## src/rtl/dmem_arbiter.sv

```systemverilog
`default_nettype none
// ============================================================================
// Module   : dmem_arbiter
// Purpose  : Two-requester round-robin arbiter and access sequencer in front
//            of a single-port, byte-addressable, big-endian data memory.
//            Issues byte/half/word accesses; sub-word stores are performed as
//            read-modify-write because the memory always writes 4 bytes.
//            Misaligned or out-of-range accesses are rejected with err and
//            never reach memory.
// Ports    : clk, reset            clock, synchronous active-high reset
//            req/we [1:0]          per-requester request / store enable
//            size [3:0]            per-requester size (00 B, 01 H, 10 W, 11 bad)
//            addr/wdata [63:0]     per-requester address / right-justified data
//            ack [1:0], err, rdata completion pulse, reject flag, load data
//            mem_*                 data_memory address/write/data/read-data
// Revision : 1.0 - initial release
// ============================================================================
module dmem_arbiter #(
  parameter int unsigned MEM_BYTES = 1024
) (
  input  logic        clk,
  input  logic        reset,
  input  logic [1:0]  req,
  input  logic [1:0]  we,
  input  logic [3:0]  size,
  input  logic [63:0] addr,
  input  logic [63:0] wdata,
  output logic [1:0]  ack,
  output logic        err,
  output logic [31:0] rdata,
  output logic [31:0] mem_address,
  output logic        mem_write,
  output logic [31:0] mem_write_data,
  input  logic [31:0] mem_read_data
);

  typedef enum logic [1:0] {
    S_IDLE   = 2'd0,
    S_ACCESS = 2'd1,
    S_MERGE  = 2'd2,
    S_RESP   = 2'd3
  } state_t;

  state_t      state_q, state_d;
  logic        last_grant_q, last_grant_d;
  logic        win_q, win_d;
  logic        we_q, we_d;
  logic        err_q, err_d;
  logic [1:0]  size_q, size_d;
  logic [31:0] addr_q, addr_d;
  logic [31:0] wdata_q, wdata_d;
  logic [31:0] merge_q, merge_d;
  logic [31:0] rdata_q, rdata_d;

  // Winner selection and legality of the winner's access
  logic        w_win;
  logic [1:0]  w_size;
  logic [31:0] w_addr;
  logic [32:0] w_end;
  logic        w_illegal;

  always_comb begin
    // A lone requester wins; on a tie the one that did not win last time wins.
    w_win = 1'b1;
    if (req[0]) w_win = req[1] & ~last_grant_q;
    w_size = w_win ? size[3:2] : size[1:0];
    w_addr = w_win ? addr[63:32] : addr[31:0];
    case (w_size)
      2'b00:   w_end = {1'b0, w_addr} + 33'd1;
      2'b01:   w_end = {1'b0, w_addr} + 33'd2;
      default: w_end = {1'b0, w_addr} + 33'd4;
    endcase
    w_illegal = (w_size == 2'b11)
             || ((w_size == 2'b01) && w_addr[0])
             || ((w_size == 2'b10) && (w_addr[1:0] != 2'b00))
             || (w_end > 33'(MEM_BYTES));
  end

  // Lane extraction (loads) and lane replacement (RMW). Lane 0 is the most
  // significant byte because the memory is big-endian.
  logic [31:0] w_lane_rd;
  logic [31:0] w_merged;

  always_comb begin
    w_lane_rd = mem_read_data;
    w_merged  = merge_q;
    case (size_q)
      2'b00: begin
        case (addr_q[1:0])
          2'd0: begin w_lane_rd = {24'd0, mem_read_data[31:24]}; w_merged[31:24] = wdata_q[7:0]; end
          2'd1: begin w_lane_rd = {24'd0, mem_read_data[23:16]}; w_merged[23:16] = wdata_q[7:0]; end
          2'd2: begin w_lane_rd = {24'd0, mem_read_data[15:8]};  w_merged[15:8]  = wdata_q[7:0]; end
          default: begin w_lane_rd = {24'd0, mem_read_data[7:0]}; w_merged[7:0] = wdata_q[7:0]; end
        endcase
      end
      2'b01: begin
        if (addr_q[1]) begin
          w_lane_rd      = {16'd0, mem_read_data[15:0]};
          w_merged[15:0] = wdata_q[15:0];
        end else begin
          w_lane_rd       = {16'd0, mem_read_data[31:16]};
          w_merged[31:16] = wdata_q[15:0];
        end
      end
      default: begin
        w_lane_rd = mem_read_data;
      end
    endcase
  end

  // Next-state and output logic
  always_comb begin
    state_d        = state_q;
    last_grant_d   = last_grant_q;
    win_d          = win_q;
    we_d           = we_q;
    err_d          = err_q;
    size_d         = size_q;
    addr_d         = addr_q;
    wdata_d        = wdata_q;
    merge_d        = merge_q;
    rdata_d        = rdata_q;
    ack            = 2'b00;
    err            = 1'b0;
    rdata          = 32'd0;
    mem_address    = 32'd0;
    mem_write      = 1'b0;
    mem_write_data = 32'd0;

    case (state_q)
      S_IDLE: begin
        if (req != 2'b00) begin
          win_d   = w_win;
          we_d    = w_win ? we[1] : we[0];
          size_d  = w_size;
          addr_d  = w_addr;
          wdata_d = w_win ? wdata[63:32] : wdata[31:0];
          err_d   = w_illegal;
          rdata_d = 32'd0;
          state_d = w_illegal ? S_RESP : S_ACCESS;
        end
      end
      S_ACCESS: begin
        mem_address = {addr_q[31:2], 2'b00};
        if (!we_q) begin
          rdata_d = w_lane_rd;
          state_d = S_RESP;
        end else if (size_q == 2'b10) begin
          mem_write      = 1'b1;
          mem_write_data = wdata_q;
          state_d        = S_RESP;
        end else begin
          merge_d = mem_read_data;
          state_d = S_MERGE;
        end
      end
      S_MERGE: begin
        mem_address    = {addr_q[31:2], 2'b00};
        mem_write      = 1'b1;
        mem_write_data = w_merged;
        state_d        = S_RESP;
      end
      S_RESP: begin
        ack          = win_q ? 2'b10 : 2'b01;
        err          = err_q;
        rdata        = rdata_q;
        last_grant_d = win_q;
        state_d      = S_IDLE;
      end
      default: begin
        state_d = S_IDLE;
      end
    endcase

    // Reset is synchronous, so the FSM may still sit in ACCESS/MERGE during
    // the reset cycle; block the write so nothing lands on the reset edge.
    if (reset) begin
      mem_write      = 1'b0;
      mem_write_data = 32'd0;
    end
  end

  always_ff @(posedge clk) begin
    if (reset) begin
      state_q      <= S_IDLE;
      last_grant_q <= 1'b1;
      win_q        <= 1'b0;
      we_q         <= 1'b0;
      err_q        <= 1'b0;
      size_q       <= 2'b00;
      addr_q       <= 32'd0;
      wdata_q      <= 32'd0;
      merge_q      <= 32'd0;
      rdata_q      <= 32'd0;
    end else begin
      state_q      <= state_d;
      last_grant_q <= last_grant_d;
      win_q        <= win_d;
      we_q         <= we_d;
      err_q        <= err_d;
      size_q       <= size_d;
      addr_q       <= addr_d;
      wdata_q      <= wdata_d;
      merge_q      <= merge_d;
      rdata_q      <= rdata_d;
    end
  end

endmodule
`default_nettype wire

```

## config.mk

```make
export PLATFORM = sky130hd
export DESIGN_NAME = dmem_arbiter
export DESIGN_NICKNAME = d
export VERILOG_FILES = /design/src/rtl/dmem_arbiter.sv
export SDC_FILE = /design/constraint.sdc
export NUM_CORES = 1
export LEC_CHECK = 0
export BUFFER_PORTS_ARGS = -buffer_cell sky130_fd_sc_hd__buf_2
export CAP_MARGIN = 25
export CORE_ASPECT_RATIO = 0.8
export CORE_MARGIN = 2
export CORE_UTILIZATION = 55
export DETAILED_ROUTE_END_ITERATION = 6
export GPL_ROUTABILITY_DRIVEN = 0
export MAX_ROUTING_LAYER = met4
export PLACE_DENSITY = 0.83
export RECOVER_POWER = 25
export SYNTH_ARGS = -nofsm -noshare
export SYNTH_HDL_FRONTEND = slang
export SYNTH_SLANG_ARGS = --single-unit
export TNS_END_PERCENT = 5
```

## constraint.sdc

```tcl
create_clock -name clk -period 9.1 [get_ports clk]
set_input_delay 0 -clock clk [delete_from_list [all_inputs] [get_ports clk]]
set_output_delay 0 -clock clk [all_outputs]
set_load 0.02 [all_outputs]
```

==> results of run 1 <==
[metal layers]
| metal | global-route usage [%] | share of wire, % |
|---|---|---|
| met1 | 56.3 | 40 |
| met2 | 56.8 | 41 |
| met3 | 10.8 | 15 |
| met4 | 15.8 | 4.8 |
| met5 | - | 0 |
[critical path: stages (launching register included)]
cell	delay, ns
dfxtp_1	0.40
nand2b_4	0.44
nand2_4	0.28
mux2i_1	0.65
inv_1	0.23
ha_1	0.33
and3_1	0.19
nand4_1	0.08
a2bb2o_1	0.43
nand2_1	0.11
a221oi_1	0.10
a211oi_1	0.32
nand4b_1	0.14
or3_1	0.39
a2111oi_2	0.41
nor3_1	0.09
[where the power goes]
part	total, W	internal [W]	switching [W]
Sequential	0.000883	0.000739	0.000143
Clock	0.000701	0.000388	0.000312
Combinational	0.00136	0.000502	0.000860
[per-stage QoR]
step                utilization (%)  cells  hold WS (ns)
CTS                            71.8   1925        0.0421
finish                         71.6   1926        0.0562
floorplan                         -   1402         0.136
global route                   71.6   1926        0.0775
detailed placement             63.1   1792         0.272
global placement               62.7   1789         0.266
[area by class of cell]
cell class                 count  area, um^2
clock buffer                  17         425
clock inverter                15         156
fill                        1455        5160
inverter                      18        67.6
multi-input combinational   1129        6900
sequential                   136        2720
tap                          230         288
timing repair buffer         381        2450
[synth_stat cells, types with 12 or more instances]
library cell  count
a211oi_1         44
xnor2_1          21
mux2_2           21
nor2_1          168
o21ai_0          33
and3_1           16
o221ai_1         17
nor3_1           30
a21oi_1         118
buf_1            12
dfxtp_1         136
buf_2            14
and2_1           73
a311oi_1         36
a22oi_1          43
mux2i_1          28
a31oi_1          19
o22ai_1          13
inv_1            17
nand4_1          21
nand2_1         220
clkbuf_1         79
xor2_1           17
nand3_1          35
[path summary, 6_finish.rpt]
kind	start	to	slack, ns	depth (start not counted)
setup reg to reg	last_grant_q$_SDFFE_PP1N_	err_q$_SDFFE_PP0P_	4.37	15
setup / recovery	last_grant_q$_SDFFE_PP1N_	err_q$_SDFFE_PP0P_	4.37	15
hold / removal	addr[5]	addr_q[5]$_SDFFE_PP0P_	0.06	3
hold reg to reg	rdata_q[9]$_SDFFE_PP0P_	rdata_q[9]$_SDFFE_PP0P_	0.45	2
[what timing repair did]
action	CTS	global route
setup endpoints to repair	0	0
hold buffers	101	0
hold endpoints to repair	102	0
[cells by family after synthesis]
group | after synthesis
buffers and inverters | 137
AOI/OAI and AO/OA | 409
other | 1
muxes | 50
and+or+nand+nor | 622
adders and majority gates | 8
xor gates and xnor gates | 38
DFF | 136
[state kept, by name, indices dropped and copies added, names as in the netlist, 2 cells and up]
| register | flops |
|---|---|
| addr_q | 32 |
| merge_q | 32 |
| rdata_q | 32 |
| wdata_q | 32 |
| size_q | 2 |
| state_q | 2 |
==> flow_summary.ini, run 1 <==
[outcome]
outcome = finished with violations
failed_checks = DRC, capacitance limit, slew limit

[grt]
grt_pass1_vias = 11500
groute.usage.overall_pct = 40.8
antenna_found_initial = 0
grt_pass1_wl_um = 62300
globalRouteOverflowTotal = 0
grt_max_degree = 108

[routing]
ant_nets = 0
routed_wirelength_um = 40300
avgRoutedWirePerCell_um = 20.9
drt_pre_antenna_iters = 7
route.detailed.drc = 6
drtIter0Drc = 2241
num_vias = 12900
routed_via_density = 6.68

[power]
p_total_w = 0.00295
ir_drop_v = 0.000205
leakagePower_nw = 5.27
power.density_nw_per_um2 = 226

[floorplanning]
rows = 44
start_util_pct = 56.3
die_y_um = 126
die_area_um2 = 19700
die_w_um = 156
ios = 270
fp.coreArea_um2 = 18200

[flow_run]
cap_viol_max_count = 1

[synthesis]
synthSimpleGateAreaFrac_pct = 29.0
synth_mux_area_share_pct = 5.27
synth_top_family_by_area = simple AND/OR/NAND/NOR gates
async_flop_share_pct = 0
yosysSeqAreaShare_pct = 26.6
synth_area_um2 = 10200
synth_top_cell_by_area = dfxtp_1
synth_compound_area_share_pct = 28.8
ys_seq_elements = 136
synthCells = 1401
synth_edf_count = 0
synth_top_area_share_pct = 26.6
synth-xor-area-share_pct = 3.25
postSynthAreaPerCell_um2 = 7.30
synth_flop_cell = dfxtp_1
synthAdderAreaFrac_pct = 0.978
synth.distinct_cells = 91
netlist_top_cells_area = dfxtp_1, nand2_1, nor2_1
yosysWarnings = 0

[cts]
htreeDepth = 4
cts_tree = built
cts_root_buffer = clkbuf_16
path_clk_slew_ns = 0.06
clock_path_buffers = 2
cts_buffers = 17
postCtsSetupBuffers = 0
ctsResizeCount = 0
clkLatencyLatePin_ns = 0.43
numClockSinks = 136

[layout]
nNetsFinal = 1861
final_cell_mix = buf_2, nand2_1, nor2_1, dfxtp_1, a21oi_1
layout-drive-gt1-share_pct = 21.0
diodes = 0
syn_to_final_growth_pct = 27.1
final_common_cell = buf_2
design_area_um2 = 13000

[worst_setup_path]
crit_fanout = 34
worst_ep_arrival_time_ns = 5.02
start_kind = flop
worstPathRequired_ns = 9.39
crit_type = reg2reg
end_kind = flop

[min_path]
hold_path_class = in2reg

[timing]
max_freq_mhz = 211
min_period_over_period_pct = 52.0
fin_crit_ns = 4.73
fin_ws_ns = 4.37
tns_ns = 0
slew_viol_final = 31
rsz0062_at_grt = no
hold_violations = 0
maxSlewHeadroom_pct = -52.9
skew_ns = 0.0135
setup_viol = 0
tightestPinTransition_ns = 2.29

[placement]
io_buffers = 267
dpl_cell_area_um2 = 11500
dp_slack_ns = 4.59
dp_hpwl_um = 27400
Power figures use the tool's default switching activity.
==> inputs of run 2 (changes only) <==
ABC_AREA = 1   (was not set)
CORE_UTILIZATION = 49   (was 55)
PLACE_DENSITY = 0.78   (was 0.83)
clock period = 4.3 ns   (was 9.1 ns; I/O delays follow)
==> run 2 against run 1 <==
  * The flow still finishes with violations (DRC, capacitance limit, slew limit)
  * Clock skew down 0.0026 ns
  * Via count up 5.4%
  * Global-route usage down 4.9 points
  * Flip-flop and latch count unchanged
  * Register-to-register slack worse by 3.8 ns
  * Clock-buffer cell count unchanged
  * Utilization down 7.5 points
  * Wire length up 1.4%
  * Clock power up 110%
  * Cell area up 3.1%
  * Largest power group unchanged
==> flow_summary.ini, run 2 <==
[outcome]
outcome = finished with violations
failed_checks = DRC, capacitance limit, slew limit

[grt]
globalRouteOverflowTotal = 0
use_met3_pct = 7.95
antenna_found_initial = 0
use_met1_pct = 46.7
use_met2_pct = 54.1
grt_busiest_layer = met2
grt_max_degree = 51
grt_pass1_vias = 12200
groute.usage.overall_pct = 35.9
grt_pass1_wl_um = 63100

[worst_setup_path]
worstRegToRegCells = 20
r2r_end = state_q[1]$_SDFFE_PP0P_
r2r_setup_slack_ns = 0.60
start_kind = flop
crit_type = reg2reg
crit_fanout = 48
worstPathRequired_ns = 4.56
worst_ep_arrival_time_ns = 3.96
end_kind = flop
rr_startpoint = last_grant_q$_SDFFE_PP1N_
worstSetupStartpoint = last_grant_q$_SDFFE_PP1N_

[synthesis]
synth_top_area_share_pct = 25.8
postSynthAreaPerCell_um2 = 5.83
synth.distinct_cells = 43
ys_seq_elements = 136
netlist_top_cells_area = dfxtp_1, nand2_1, inv_1
async_flop_share_pct = 0
synth_area_um2 = 10600
yosysSeqAreaShare_pct = 25.8
yosysWarnings = 0
synth_top_cell_by_area = dfxtp_1
yosys.cell_count.top_type = nand2_1
synthCells = 1809
synth_edf_count = 0
yosys-top-cells-count = nand2_1, inv_1, nand3_1
synth_flop_cell = dfxtp_1

[cts]
cts_buffers = 17
numClockSinks = 136
htreeDepth = 4
cts_root_buffer = clkbuf_16
clock_path_buffers = 2
path_clk_slew_ns = 0.06
cts_tree = built
postCtsSetupBuffers = 0
clkLatencyLatePin_ns = 0.42

[floorplanning]
ios = 270
die_area_um2 = 22700
fp.coreArea_um2 = 20900
die_w_um = 168
die_y_um = 135
start_util_pct = 50.4
rows = 47

[timing]
skew_ns = 0.0109
tightestPinTransition_ns = 1.61
tns_ns = 0
setup_viol = 0
hold_violations = 0
rsz0062_at_grt = no
max_freq_mhz = 270
maxSlewHeadroom_pct = -7.11
slew_viol_final = 76
min_period_over_period_pct = 86.1
fin_ws_ns = 0.598
fin_crit_ns = 3.70

[layout]
final_common_cell = nand2_1
nNetsFinal = 2291
layout.cells.non_filler = 2395
finish.utilization_pct = 64.0
layout-drive-gt1-share_pct = 17.6
syn_to_final_growth_pct = 27.0
final_cell_mix = nand2_1, inv_1, buf_2, nand3_1, nor2_1
diodes = 0

[routing]
avgRoutedWirePerCell_um = 17.1
route.detailed.drc = 8
ant_nets = 0
drt_pre_antenna_iters = 7
routed_wirelength_um = 40900
routed_via_density = 5.66
num_vias = 13600
drtIter0Drc = 1750

[power]
leakagePower_nw = 6.88
power.density_nw_per_um2 = 464
ir_drop_v = 0.000381

[min_path]
hold_path_class = in2reg
min_from = wdata[62]
min_path_cells = 5
min_to = wdata_q[30]$_SDFFE_PP0P_

[placement]
io_buffers = 267
dp_slack_ns = 0.750
dp_hpwl_um = 29000
dp_cells = 2268

[flow_run]
cap_viol_max_count = 2
## run 2: layout make-up
type	count	area [um^2]
Sequential cell	136	2720
Clock buffer	17	425
Clock inverter	15	168
Tap cell	269	337
Timing Repair Buffer	381	2370
Fill cell	1998	7530
Multi-Input combinational cell	1325	6440
Inverter	252	946
## run 2: how the worst max path moves through the flow
stage | to | slack [ns] | cells past startpoint
floorplan | err_q$_SDFFE_PP0P_ | 1.71 | 24
global placement | err_q$_SDFFE_PP0P_ | 0.84 | 22
detailed placement | state_q[1]$_SDFFE_PP0P_ | 0.75 | 20
CTS | state_q[1]$_SDFFE_PP0P_ | 0.72 | 20
global route | state_q[1]$_SDFFE_PP0P_ | 0.26 | 20
finish | state_q[1]$_SDFFE_PP0P_ | 0.60 | 20
## run 2: stage by stage
step	total power [W]	hold WS [ns]	cell area [um^2]
2_1_floorplan	0.00368	0.135	10600
3_3_place_gp	0.00445	0.264	11900
3_5_place_dp	0.00450	0.263	11900
4_1_cts	0.00615	0.00142	13500
5_1_grt	0.00658	0.0353	13400
6_report	0.00623	0.0143	13400
## run 2: kinds of logic after synthesis
| group | after synthesis | synth area share (%) |
|---|---|---|
| and+or+nand+nor | 1005 | 41.7 |
| DFF | 136 | 25.8 |
| AOI/OAI and AO/OA | 308 | 17.9 |
| buffers and inverters | 349 | 13.4 |
| other | 1 | 0.0355 |
| adders and majority gates | 8 | 0.948 |
| xor gates and xnor gates | 2 | 0.166 |
## run 2: power by group
part	switching [W]	total (W)	internal [W]
combinational	0.00194	0.00288	0.000940
sequential	0.000309	0.00188	0.00157
clock	0.000608	0.00147	0.000866
## run 2: per-layer routing
metal	part of all wire (%)	vias to the layer above
li1	-	6429
met1	41	6018
met2	43	945
met3	12	175
met4	4.2	0
met5	0	-
## run 2: repair_timing
item,CTS,global route
hold buffers,95,0
gates resized for setup,0,0
endpoints found under the hold margin,88,0
## run 2: worst max-delay path, stage by stage (launching register included)
cell	delay (ns)
dfxtp_1	0.31
inv_1	0.06
nand2_4	0.35
nand2_4	0.41
nand2_2	0.18
nand2_1	0.11
inv_1	0.13
ha_1	0.31
nand3_1	0.21
nor2_2	0.30
nand2_1	0.17
nor2_1	0.19
nand3_1	0.09
nand3_1	0.09
nand3_1	0.08
nor2_1	0.16
nand2_1	0.08
nor2_1	0.09
nand3_1	0.08
nand2_1	0.09
a21oi_1	0.07
==> inputs of run 3 (changes only) <==
BUFFER_PORTS_ARGS = -buffer_cell sky130_fd_sc_hd__buf_4   (was -buffer_cell sky130_fd_sc_hd__buf_2)
==> run 3 against run 2 <==
  * Cell count grew 0.21%
  * Global-route usage is essentially flat
  * The flow still finishes with violations (DRC, capacitance limit, slew limit)
  * Register-to-register slack gained 0.15 ns
  * Non-clock buffer count grew 3
  * Maximum frequency grew 4.3%
  * Critical path depth grew 1
  * Die area is the same
  * Clock skew shrank 0.00079 ns
==> flow_summary.ini, run 3 (synthesis results as in run 2) <==
[power]
leakagePower_nw = 7.08
p_total_w = 0.00636
power.density_nw_per_um2 = 453
ir_drop_v = 0.000390

[routing]
num_vias = 13700
drt_pre_antenna_iters = 7
route.detailed.drc = 11
drtIter0Drc = 1825
routed_wirelength_um = 40700
avgRoutedWirePerCell_um = 17.0
ant_nets = 0
routed_via_density = 5.69

[floorplanning]
die_area_um2 = 22700
die_y_um = 135
fp.coreArea_um2 = 20900
die_w_um = 168
ios = 270
start_util_pct = 50.4
rows = 47

[cts]
cts_root_buffer = clkbuf_16
ctsResizeCount = 0
htreeDepth = 4
cts_buffers = 17
clkLatencyLatePin_ns = 0.42
numClockSinks = 136
clock_path_buffers = 2
path_clk_slew_ns = 0.06
cts_tree = built

[worst_setup_path]
worst_ep_arrival_time_ns = 3.83
crit_fanout = 29
start_kind = flop
r2r_setup_slack_ns = 0.75
worstSetupStartpoint = last_grant_q$_SDFFE_PP1N_
cp_top_family = simple AND/OR/NAND/NOR gates
crit_chain = inv_1, nand2_4, nand2_4, clkbuf_1, nand2_1, nand2_2, nand2_1, nor2_2, nand2_2, nor2_1, nand3_1, nand2_1, nand2_1, nand2_1, nand2_1, nor2_1, nand2_1, nor2_1, nand3_1, nand2_1, a21oi_1
worstPathRequired_ns = 4.58
crit_path_top_delay_cell = clkbuf_1
cpPeakStageDelay_ns = 0.61
crit_top_cell = nand2_1
crit_type = reg2reg
end_kind = flop
crit_buf_inv = 2
rr_startpoint = last_grant_q$_SDFFE_PP1N_

[grt]
globalRouteOverflowTotal = 0
groute.usage.overall_pct = 35.9
antenna_found_initial = 2
grt_pass1_vias = 12200
grt_pass1_wl_um = 63200
grt_max_degree = 96

[timing]
min_period_over_period_pct = 82.6
hold_violations = 0
fin_crit_ns = 3.55
tightestPinTransition_ns = 1.86
setup_viol = 0
slew_viol_final = 206
rsz0062_at_grt = no
maxSlewHeadroom_pct = -24.0
max_freq_mhz = 282
tns_ns = 0
skew_ns = 0.0101

[flow_run]
cap_viol_max_count = 4

[layout]
nNetsFinal = 2294
syn_to_final_growth_pct = 33.0
multi_input_area_um2 = 6430
layout.cells.non_filler = 2400
final_cell_mix = nand2_1, buf_4, inv_1, nand3_1, nor2_1
finish.utilization_pct = 67.0
layout-drive-gt1-share_pct = 18.0
final_common_cell = nand2_1
fillerInstances = 1933
regArea_um2 = 2720

[outcome]
outcome = finished with violations
failed_checks = DRC, capacitance limit, slew limit

[min_path]
min_from = wdata[33]
hold_path_class = in2reg

[placement]
dp_hpwl_um = 29300
io_buffers = 267
dp_cells = 2269
[run 3: layout make-up]
class                   count  share of cell area (%)
diodes                      2                  0.0357
clock inverters            15                    1.27
repair buffers            384                    21.3
inverters                 252                    6.74
flip-flops and latches    136                    19.4
well taps                 269                    2.40
multi-input cells        1325                    45.8
clock buffers              17                    3.03
[run 3: final timing paths]
path                              endpoint  depth (start not counted)
setup / recovery   state_q[1]$_SDFFE_PP0P_                         21
hold / removal     wdata_q[1]$_SDFFE_PP0P_                          5
setup reg to reg   state_q[1]$_SDFFE_PP0P_                         21
hold reg to reg   rdata_q[31]$_SDFFE_PP0P_                          2
[run 3: timing repair]
action	in CTS	in global routing
setup endpoints to repair	0	0
hold buffers	96	0
setup buffers	0	0
endpoints found under the hold margin	90	0
[run 3: metal layers]
layer | global-route usage, % | up-vias | share of wire (%) | wire length (um)
met4 | 15.3 | 0 | 4.4 | 1790
li1 | - | 6449 | - | -
met5 | - | - | 0 | 0
met3 | 7.22 | 189 | 11 | 4620
met1 | 48.0 | 6079 | 42 | 17000
met2 | 52.8 | 941 | 43 | 17400
[run 3: where the power goes]
group / switching [W] / total [W] / internal (W)
combinational: 0.00195 / 0.00301 / 0.00106
clock: 0.000637 / 0.00152 / 0.000879
sequential: 0.000272 / 0.00184 / 0.00157
total: 0.00286 / 0.00636 / 0.00351
[run 3: worst reg2reg max path, cell delays in order, from the launching register on]
cell and delay (ns):
dfxtp_1 0.30, inv_1 0.09, nand2_4 0.13, nand2_4 0.30, clkbuf_1 0.63, nand2_1 0.15, nand2_2 0.17, nand2_1 0.15
nor2_2 0.24, nand2_2 0.14, nor2_1 0.24, nand3_1 0.11, nand2_1 0.10, nand2_1 0.05, nand2_1 0.05, nand2_1 0.04
nor2_1 0.08, nand2_1 0.06, nor2_1 0.10, nand3_1 0.08, nand2_1 0.10, a21oi_1 0.09
[run 3: through the flow]
stage / hold WS (ns) / instance area (um^2) / setup slack (ns)
2_1_floorplan: 0.135 / 10600 / 1.71
3_3_place_gp: 0.250 / 12600 / 1.18
3_5_place_dp: 0.258 / 12600 / 1.02
4_1_cts: 0.000541 / 14200 / 1.01
5_1_grt: 0.0360 / 14000 / 0.428
6_report: 0.00847 / 14000 / 0.749
